## config.mk

```make
export PLATFORM = sky130hd
export DESIGN_NAME = pipeline_ctrl
export DESIGN_NICKNAME = d
export VERILOG_FILES = /design/src/rtl/fewcore_pkg.sv /design/src/rtl/fwd_select.sv /design/src/rtl/pipeline_ctrl.sv
export SDC_FILE = /design/constraint.sdc
export NUM_CORES = 1
export LEC_CHECK = 0
export CORE_AREA = 5 5 82 77
export DETAILED_ROUTE_END_ITERATION = 8
export DIE_AREA = 0 0 87 82
export HOLD_SLACK_MARGIN = 0.03
export PLACE_DENSITY_LB_ADDON = 0.08
export SETUP_SLACK_MARGIN = 0.05
export SKIP_LAST_GASP = 1
export SLEW_MARGIN = 20
export SYNTH_ARGS = -nofsm -noshare
export SYNTH_HDL_FRONTEND = slang
export SYNTH_SLANG_ARGS = --single-unit
```

## constraint.sdc

```tcl
create_clock -name clk -period 7.4 [get_ports clk]
set_input_delay 2.22 -clock clk [delete_from_list [all_inputs] [get_ports clk]]
set_output_delay 2.22 -clock clk [all_outputs]
set_load 0.01 [all_outputs]
```

## src/rtl/fewcore_pkg.sv

```systemverilog
// fewcore_pkg: shared encodings for the fewcore pipeline control block.
//   state_e      - controller states as exposed on pipeline_ctrl.state
//   FWD_*        - operand-source encodings driven on fwd1/fwd2
//   FCNT_W       - width of the flush down-counter (FLUSH_LEN is 1..7)
package fewcore_pkg;

  typedef enum logic [1:0] {
    ST_RUN   = 2'd0,
    ST_FLUSH = 2'd1,
    ST_DRAIN = 2'd2,
    ST_HALT  = 2'd3
  } state_e;

  localparam logic [1:0] FWD_RF = 2'b00;  // register file
  localparam logic [1:0] FWD_EX = 2'b01;  // execute-stage result
  localparam logic [1:0] FWD_WB = 2'b10;  // write-stage data

  localparam int FCNT_W = 3;

endpackage

```

## src/rtl/fwd_select.sv

```systemverilog
// fwd_select: per-operand forwarding and load-use detection.
//   id_rs, id_use          - source register of the decode instruction, and whether it is read
//   ex_rd, ex_we, ex_is_load - execute-stage destination info
//   wb_rd, wb_we           - write-stage destination info
//   fwd                    - operand source (FWD_RF / FWD_EX / FWD_WB), execute wins
//   load_hit               - operand is read and depends on a load still in execute
module fwd_select
  import fewcore_pkg::*;
#(
  parameter int RW = 5
) (
  input  logic [RW-1:0] id_rs,
  input  logic          id_use,
  input  logic [RW-1:0] ex_rd,
  input  logic          ex_we,
  input  logic          ex_is_load,
  input  logic [RW-1:0] wb_rd,
  input  logic          wb_we,
  output logic [1:0]    fwd,
  output logic          load_hit
);

  logic rs_nz;
  logic ex_match;
  logic wb_match;

  // Register 0 is hard-wired zero, so it never creates a dependency.
  assign rs_nz    = (id_rs != '0);
  assign ex_match = rs_nz && ex_we && (id_rs == ex_rd);
  assign wb_match = rs_nz && wb_we && (id_rs == wb_rd);

  // A load's data is not available in execute, so it can never be forwarded from there.
  always_comb begin
    fwd = FWD_RF;
    if (ex_match && !ex_is_load) begin
      fwd = FWD_EX;
    end else if (wb_match) begin
      fwd = FWD_WB;
    end
  end

  assign load_hit = id_use && ex_match && ex_is_load;

endmodule

```

## src/rtl/pipeline_ctrl.sv

```systemverilog
// pipeline_ctrl: hazard, forwarding, flush and halt control for a short in-order pipeline.
//   clk, reset (async, active-low)
//   id_rs1/id_rs2, id_use1/id_use2       - decode-stage sources
//   ex_rd, ex_we, ex_is_load, wb_rd, wb_we - downstream destinations
//   br_taken, halt_req, resume           - control events (single-cycle pulses)
//   pc_stall, id_stall, ex_bubble, flush - pipeline steering, combinational
//   fwd1, fwd2                           - operand sources, combinational
//   halted, state                        - controller status
//   stall_cnt, flush_cnt                 - saturating event counters
// Handshake: there is no valid/ready pair here; every input is sampled each cycle and
// every steering output is valid in the same cycle as the inputs that caused it.
module pipeline_ctrl
  import fewcore_pkg::*;
#(
  parameter int RW        = 5,
  parameter int FLUSH_LEN = 2,
  parameter int CNT_W     = 16
) (
  input  logic             clk,
  input  logic             reset,
  input  logic [RW-1:0]    id_rs1,
  input  logic [RW-1:0]    id_rs2,
  input  logic             id_use1,
  input  logic             id_use2,
  input  logic [RW-1:0]    ex_rd,
  input  logic             ex_we,
  input  logic             ex_is_load,
  input  logic [RW-1:0]    wb_rd,
  input  logic             wb_we,
  input  logic             br_taken,
  input  logic             halt_req,
  input  logic             resume,
  output logic             pc_stall,
  output logic             id_stall,
  output logic             ex_bubble,
  output logic             flush,
  output logic [1:0]       fwd1,
  output logic [1:0]       fwd2,
  output logic             halted,
  output logic [1:0]       state,
  output logic [CNT_W-1:0] stall_cnt,
  output logic [CNT_W-1:0] flush_cnt
);

  localparam logic [FCNT_W-1:0] FLUSH_INIT = FCNT_W'(FLUSH_LEN - 1);
  localparam logic [CNT_W-1:0]  CNT_MAX    = {CNT_W{1'b1}};

  state_e              state_q, state_d;
  logic [FCNT_W-1:0]   fcnt_q, fcnt_d;
  logic                drain_q, drain_d;
  logic                pending_q, pending_d;
  logic [CNT_W-1:0]    stall_cnt_q, stall_cnt_d;
  logic [CNT_W-1:0]    flush_cnt_q, flush_cnt_d;

  logic [1:0] fwd1_raw, fwd2_raw;
  logic       hit1, hit2;

  fwd_select #(.RW(RW)) u_fwd1 (
    .id_rs(id_rs1), .id_use(id_use1), .ex_rd(ex_rd), .ex_we(ex_we),
    .ex_is_load(ex_is_load), .wb_rd(wb_rd), .wb_we(wb_we),
    .fwd(fwd1_raw), .load_hit(hit1)
  );

  fwd_select #(.RW(RW)) u_fwd2 (
    .id_rs(id_rs2), .id_use(id_use2), .ex_rd(ex_rd), .ex_we(ex_we),
    .ex_is_load(ex_is_load), .wb_rd(wb_rd), .wb_we(wb_we),
    .fwd(fwd2_raw), .load_hit(hit2)
  );

  always_ff @(posedge clk or negedge reset) begin
    if (!reset) begin
      state_q     <= ST_RUN;
      fcnt_q      <= '0;
      drain_q     <= 1'b0;
      pending_q   <= 1'b0;
      stall_cnt_q <= '0;
      flush_cnt_q <= '0;
    end else begin
      state_q     <= state_d;
      fcnt_q      <= fcnt_d;
      drain_q     <= drain_d;
      pending_q   <= pending_d;
      stall_cnt_q <= stall_cnt_d;
      flush_cnt_q <= flush_cnt_d;
    end
  end

  always_comb begin
    state_d     = state_q;
    fcnt_d      = fcnt_q;
    drain_d     = drain_q;
    pending_d   = pending_q;
    stall_cnt_d = stall_cnt_q;
    flush_cnt_d = flush_cnt_q;
    pc_stall    = 1'b0;
    id_stall    = 1'b0;
    ex_bubble   = 1'b0;
    flush       = 1'b0;
    halted      = 1'b0;
    fwd1        = fwd1_raw;
    fwd2        = fwd2_raw;

    // A halt request is remembered until the controller actually reaches HALT and resumes.
    if (halt_req && (state_q != ST_HALT)) begin
      pending_d = 1'b1;
    end

    case (state_q)
      ST_RUN: begin
        if (br_taken) begin
          // The branch squashes the dependent instruction, so no load-use stall is needed.
          flush     = 1'b1;
          ex_bubble = 1'b1;
          if (flush_cnt_q != CNT_MAX) flush_cnt_d = flush_cnt_q + CNT_W'(1);
          if (FLUSH_LEN > 1) begin
            state_d = ST_FLUSH;
            fcnt_d  = FLUSH_INIT;
          end
        end else if (hit1 || hit2) begin
          pc_stall  = 1'b1;
          id_stall  = 1'b1;
          ex_bubble = 1'b1;
          if (hit1) fwd1 = FWD_RF;
          if (hit2) fwd2 = FWD_RF;
          if (stall_cnt_q != CNT_MAX) stall_cnt_d = stall_cnt_q + CNT_W'(1);
        end else if (pending_q) begin
          state_d = ST_DRAIN;
          drain_d = 1'b0;
        end
      end
      ST_FLUSH: begin
        flush     = 1'b1;
        ex_bubble = 1'b1;
        fwd1      = FWD_RF;
        fwd2      = FWD_RF;
        // The RUN cycle that took the branch was the first flush cycle; this counts the rest.
        if (fcnt_q <= FCNT_W'(1)) state_d = ST_RUN;
        if (fcnt_q != '0) fcnt_d = fcnt_q - FCNT_W'(1);
      end
      ST_DRAIN: begin
        // Front end frozen while the back end empties; execute keeps flowing.
        pc_stall = 1'b1;
        id_stall = 1'b1;
        drain_d  = 1'b1;
        if (drain_q) state_d = ST_HALT;
      end
      ST_HALT: begin
        pc_stall  = 1'b1;
        id_stall  = 1'b1;
        ex_bubble = 1'b1;
        halted    = 1'b1;
        if (resume) begin
          state_d   = ST_RUN;
          pending_d = 1'b0;
        end
      end
      default: state_d = ST_RUN;
    endcase
  end

  assign state     = state_q;
  assign stall_cnt = stall_cnt_q;
  assign flush_cnt = flush_cnt_q;

endmodule

```

# After elaboration in Yosys (flattened, before gate mapping)
# Cells that the tools add are included.
[word_totals]
ff_bits = 39
latch_bits = 0
ramBits = 0
mem_bits_ro = 0
in_bits = 30
output_inout_bits = 43
word_cells = 98
mem_count = 0
[op_classes]
n_addsub = 3
n_mul = 0
n_div = 0
order_cmp = 1
n_eq_ne = 20
shifts = 0
muxes = 37
bitwise_logic = 1
reduce_logical = 30
[ops]
columns = ["operator", "n"]
rows = [
  ["adder 16 x 1 -> 16 bit (second input constant)", 2],
  ["two-way mux 2 bit", 16],
  ["inequality test 16 bit (second input constant)", 2],
  ["equality test 5 bit", 4],
  ["inequality test 2 bit (second input constant)", 9],
  ["logical AND 1 bit", 15],
  ["two-way mux 1 bit", 11],
  ["nonzero test 5 bit", 2],
  ["one-hot mux 1 bit (2 select lines)", 4],
  ["one-hot mux 2 bit (2 select lines)", 2],
  ["one-hot mux 2 bit (4 select lines)", 1],
  ["AND reduction 4 bit", 2],
  ["two-way mux 3 bit", 2],
  ["inequality test 3 bit (second input constant)", 2],
  ["one-hot mux 3 bit (2 select lines)", 1],
  ["AND reduction 3 bit", 2],
  ["AND reduction 5 bit", 1],
  ["equality test 2 bit (second input constant)", 2],
  ["nonzero test 2 bit", 2],
  ["OR reduction 2 bit", 2],
  ["<= comparator 3 x 1 -> 1 bit (second input constant)", 1],
  ["nonzero test 3 bit", 1],
  ["subtractor 3 x 1 -> 3 bit (second input constant)", 1],
  ["equality test 2 x 1 -> 1 bit (second input constant)", 1],
  ["other kinds (4)", 4],
]

# Depth between registers and ports, before layout
[depth]
ltp_word = 9
mapped_depth = 7
ltp_nobuf = 6

# Modules after synthesis
# From an unflattened synthesis, not the netlist that was laid out.
[hier_totals]
hier_cells = 262
hier_area_um2 = 2513.7
[by_module_without_submodules]
columns = ["mod", "instances", "cells_per_inst", "area_each_um2", "seq_area_each_um2"]
rows = [
  ["pipeline_ctrl", 1, 216, 2143.3, 975.9],
  ["fwd_select", 2, 23, 185.2, 0.0],
]

# Worst setup path after synthesis
# No wires, ideal clock.
[synth_timing]
kind = "in2out"
start = "in id_rs1[3]"
end = "out pc_stall"
t_arrival_ns = 3.886
required_time_ns = 5.180
setup_slack_ns = 1.294
path_stages = 7
path_buffers = 2
cell_sequence = "xnor2_1 -> o211ai_2 -> nor4_2 -> a41oi_4 -> buf_6 -> o31ai_1 -> buf_4"
[synth_between]
elab_chain_cells = 9
word_cells_on_any_way = 10
classes_between = "1 x eq/ne; 3 x mux; 6 x reduce/logical"
[synth_lines]
columns = ["element", "line_no", "text"]
rows = [
  ["from (decl)", "pipeline_ctrl.sv:21", "input logic [RW-1:0] id_rs1,"],
  ["nonzero test 5 bit", "fwd_select.sv:28", "assign rs_nz = (id_rs != '0);"],
  ["logical AND 1 bit", "fwd_select.sv:29", "assign ex_match = rs_nz && ex_we && (id_rs == ex_rd);"],
  ["logical AND 1 bit *", "fwd_select.sv:29", ""],
  ["logical AND 1 bit * (2 in series)", "fwd_select.sv:42", "assign load_hit = id_use && ex_match && ex_is_load;"],
  ["logical OR 1 bit *", "pipeline_ctrl.sv:119", "end else if (hit1 || hit2) begin"],
  ["two-way mux 1 bit * (2 in series)", "--", ""],
  ["one-hot mux 1 bit (2 select lines) *", "--", ""],
  ["to (decl)", "pipeline_ctrl.sv:33", "output logic pc_stall,"],
]
# Mark *: on every way between the ends. The rest lies on a longest branch, timed or not.

# Worst setup path after layout
[layout_timing]
start = "in id_rs1[2]"
end = "out id_stall"
[layout_between]
elab_chain_cells = 9
word_cells_on_any_way = 10
classes_between = "1 x eq/ne; 3 x mux; 6 x reduce/logical"
[layout_lines]
columns = ["element", "line_no", "text"]
rows = [
  ["nonzero test 5 bit", "fwd_select.sv:28", ""],
  ["logical AND 1 bit", "fwd_select.sv:29", ""],
  ["logical AND 1 bit *", "fwd_select.sv:29", ""],
  ["logical AND 1 bit * (2 in series)", "fwd_select.sv:42", ""],
  ["logical OR 1 bit *", "pipeline_ctrl.sv:119", ""],
  ["two-way mux 1 bit *", "pipeline_ctrl.sv:119", ""],
  ["two-way mux 1 bit *", "pipeline_ctrl.sv:110", "if (br_taken) begin"],
  ["one-hot mux 1 bit (2 select lines) *", "pipeline_ctrl.sv:108", "case (state_q)"],
  ["to (decl)", "pipeline_ctrl.sv:34", "output logic id_stall,"],
]
# Marked as above.

==> flow_metrics.env <==
export IMPL_synth_fp_nets=277
export IMPL_clock_sinks=39
export IMPL_worstPathRequired_ns=5.18
export IMPL_critPathSlowestCell="clkdlybuf4s50_1"
export IMPL_root_buffer="clkbuf_8"
export IMPL_setup_viol=0
export IMPL_cap_violations=0
export IMPL_die_area_sq_um=7130
export IMPL_regToRegSetupSlack_ns=5.13
export IMPL_grt_pass1_vias=2056
export IMPL_rsz0062_at_grt="no"
export IMPL_clkTransAtPathRegs_ns=0.07
export IMPL_tightest_slew_ns=0.860
export IMPL_antenna_left=0
export IMPL_via_per_inst=5.33
export IMPL_dp_cells=381
export IMPL_whs_path_depth=1
export IMPL_antenna_found_initial=0
export IMPL_syn2layout_area_growth_pct=37.6
export IMPL_critPathArrivalTime_ns=4.52
export IMPL_cp_max_fo=3
export IMPL_nFillCells=480
export IMPL_p_leak_nw=1.33
export IMPL_reg2reg_depth=5
export IMPL_ys_seq_area_share_pct=42.1
export IMPL_min_to="stall_cnt[6]"
export IMPL_clock_tree_buffer_depth=2
export IMPL_skew_ns=0.00795
export IMPL_syn_area_sq_um=2320
export IMPL_drt_wl_total_mm=5.74
export IMPL_critPathLaunchType="input pin"
export IMPL_postCtsSetupBuffers=0
export IMPL_slew_violations=0
export IMPL_rr_startpoint="state[1]"
export IMPL_reg2reg_to="flush_cnt[10]"
export IMPL_n_antenna_cell=0
export IMPL_syn_inst=242
export IMPL_final_nets=353
export IMPL_worstHoldPathType="register to register"
export IMPL_dp_hpwl_mm=4.45
export IMPL_gp_congestion=0.876
export IMPL_tritoncts="yes"
export IMPL_vias=2075
export IMPL_htree_num_levels=2
export IMPL_start_util_pct=42.7
export IMPL_crit_family="buffers and inverters"
export IMPL_cpMostUsedCell="clkdlybuf4s50_1"
export IMPL_drt_iter0_drc=55
export IMPL_layout_drive_gt1_share_pct=6.58
export IMPL_min_period_ns=6.74
export IMPL_drc=0
export IMPL_track_usage_pct=17.1
export IMPL_ioPinCount=73
export IMPL_maxSlewHeadroom_pct=42.7
export IMPL_synth_warnings=0
export IMPL_critPathKind="input pin to output pin"
export IMPL_status="completed"
export IMPL_ys_ff_latch=39
export IMPL_ctsHoldBuffers=0
export IMPL_hp_start="stall_cnt[6]"
export IMPL_grt_max_degree=40
export IMPL_path_cells="clkdlybuf4s50_1 -> xnor2_1 -> o211ai_2 -> nor4_2 -> a41oi_4 -> o31ai_1 -> clkdlybuf4s50_1"
export IMPL_synth_cell_types=39
export IMPL_finalHoldViolations=0
export IMPL_port_buffers=72
export IMPL_min_period_over_period_pct=91.1
export IMPL_max_vdd_ir_drop_uv=155
export IMPL_cts_buffers=5
export IMPL_instances_no_fill=389
export IMPL_cts_resized_gates=0
export IMPL_gr_total_overflow=0
export IMPL_wire_per_inst_microns=14.8
export IMPL_fin_tns_setup_ns=0
export IMPL_core_region_area_sq_um=5430
export IMPL_die_w_microns=87
export IMPL_drtPass1Iterations=4
export IMPL_syn_area_per_cell_sq_um=9.59
export IMPL_die_h_microns=82
export IMPL_grt_pass1_wl_mm=9.64
export IMPL_crit_path_max_incr_delay_ns=0.60
export IMPL_fmax_ghz=0.148
export IMPL_p_per_area_nw_per_um2=216
export IMPL_path_buf_inv=2
export IMPL_end_kind="output pin"
export IMPL_insertion_delay_ns=0.29
export IMPL_rows=26
==> state kept, by name, indices dropped and copies added, names as in the netlist <==
register	flops
pending_q	1
drain_q	1
state	2
flush_cnt	16
fcnt_q	3
stall_cnt	16
==> metrics by stage <==
stage	util, %	worst slack, ns	power (mW)	area (sq um)	hold slack, ns
final	58.8	0.662	0.688	3190	0.492
after global routing	58.8	0.489	0.739	3190	0.532
after CTS	58.8	0.636	0.695	3190	0.495
after detailed placement	57.2	0.637	0.551	3110	0.480
after global placement	57.2	0.698	0.546	3110	0.477
after floorplan	-	1.29	0.427	2320	0.464
==> layout by cell type, fill, tap and decap left out, types with 2 or more instances in the layout <==
master,count
clkbuf_8,5
and3_1,4
nand4_1,7
xnor2_1,21
or4_1,3
inv_1,7
dfrtp_1,39
xor2_1,26
o21ai_0,4
nand2_1,26
mux2_2,2
nand3_1,17
nor2b_1,3
a21oi_1,10
nor4_1,10
and4_1,3
nor2_1,16
o211ai_2,2
clkdlybuf4s50_1,71
ha_1,5
nor3_1,15
buf_4,2
==> cells in the mapped netlist <==
library cell / n / area, sq um
o211ai_2: 2 / 25.0
o211ai_1: 1 / 7.51
o22ai_1: 1 / 6.26
nand4_1: 7 / 43.8
or3_1: 1 / 6.26
nor4_1: 10 / 62.6
a311o_1: 1 / 10.0
a22o_1: 1 / 8.76
a41oi_4: 1 / 27.5
nand3_1: 17 / 85.1
nor2_1: 16 / 60.1
nand2_1: 26 / 97.6
a311oi_1: 1 / 8.76
and4_1: 3 / 26.3
inv_1: 7 / 26.3
ha_1: 5 / 62.6
buf_4: 1 / 7.51
a31oi_1: 1 / 6.26
mux2_4: 1 / 15.0
buf_6: 1 / 11.3
clkbuf_1: 3 / 11.3
a21oi_1: 10 / 50.1
xnor2_1: 21 / 184
nand3_4: 1 / 17.5
dfrtp_1: 39 / 976
nor3_2: 1 / 10.0
mux2_2: 2 / 22.5
nor4_2: 1 / 12.5
o32a_1: 1 / 10.0
nor3_1: 15 / 75.1
xor2_1: 26 / 228
or4_4: 1 / 11.3
o21ai_0: 4 / 20.0
or4_1: 3 / 22.5
nor3b_1: 1 / 7.51
o31ai_1: 1 / 7.51
or2_2: 1 / 6.26
and3_1: 4 / 25.0
nor2b_1: 3 / 18.8
==> final cells by class <==
cell class | count | area [sq um] | area share [%]
inverter | 7 | 26.3 | 0.823
sequential | 39 | 976 | 30.6
clock buffer | 6 | 72.6 | 2.27
multi-input combinational | 191 | 1290 | 40.3
timing repair buffer | 74 | 731 | 22.9
tap | 70 | 87.6 | 2.74
clock inverter | 2 | 12.5 | 0.392
==> cell families after synthesis <==
| logic type | Yosys count | share of synthesized area [%] |
|---|---|---|
| multiplexers | 3 | 1.62 |
| XOR/XNOR | 47 | 17.7 |
| adder cells (fa/ha/maj) | 5 | 2.70 |
| buffers and inverters | 12 | 2.43 |
| AND/OR/NAND/NOR | 111 | 25.4 |
| flip-flops | 39 | 42.1 |
| AO/OA/AOI/OAI | 25 | 8.09 |
==> worst max path at each step <==
stage | startpoint | to | cells after the start
2_1_floorplan | id_rs1[3] | pc_stall | 7
3_3_place_gp | id_rs1[0] | ex_bubble | 8
3_5_place_dp | id_rs1[2] | id_stall | 7
4_1_cts | id_rs1[2] | id_stall | 7
5_1_grt | id_rs1[2] | id_stall | 7
6_report | id_rs1[2] | id_stall | 7
==> where the power goes <==
| part | internal, mW | switching [mW] | leakage, nW |
|---|---|---|---|
| registers | 0.244 | 0.0532 | 0.514 |
| clock network | 0.0660 | 0.0788 | 0.0412 |
| logic | 0.128 | 0.118 | 0.779 |
| total | 0.439 | 0.250 | 1.33 |
==> layer usage <==
| metal | global-route usage, % | part of all wire (%) | vias to the layer above |
|---|---|---|---|
| met5 | 0 | 0 | - |
| li1 | - | - | 1022 |
| met3 | 3.81 | 5.4 | 7 |
| met1 | 23.2 | 46 | 990 |
| met4 | 5.45 | 1.3 | 0 |
| met2 | 26.9 | 47 | 56 |
Power figures use the tool's default switching activity.
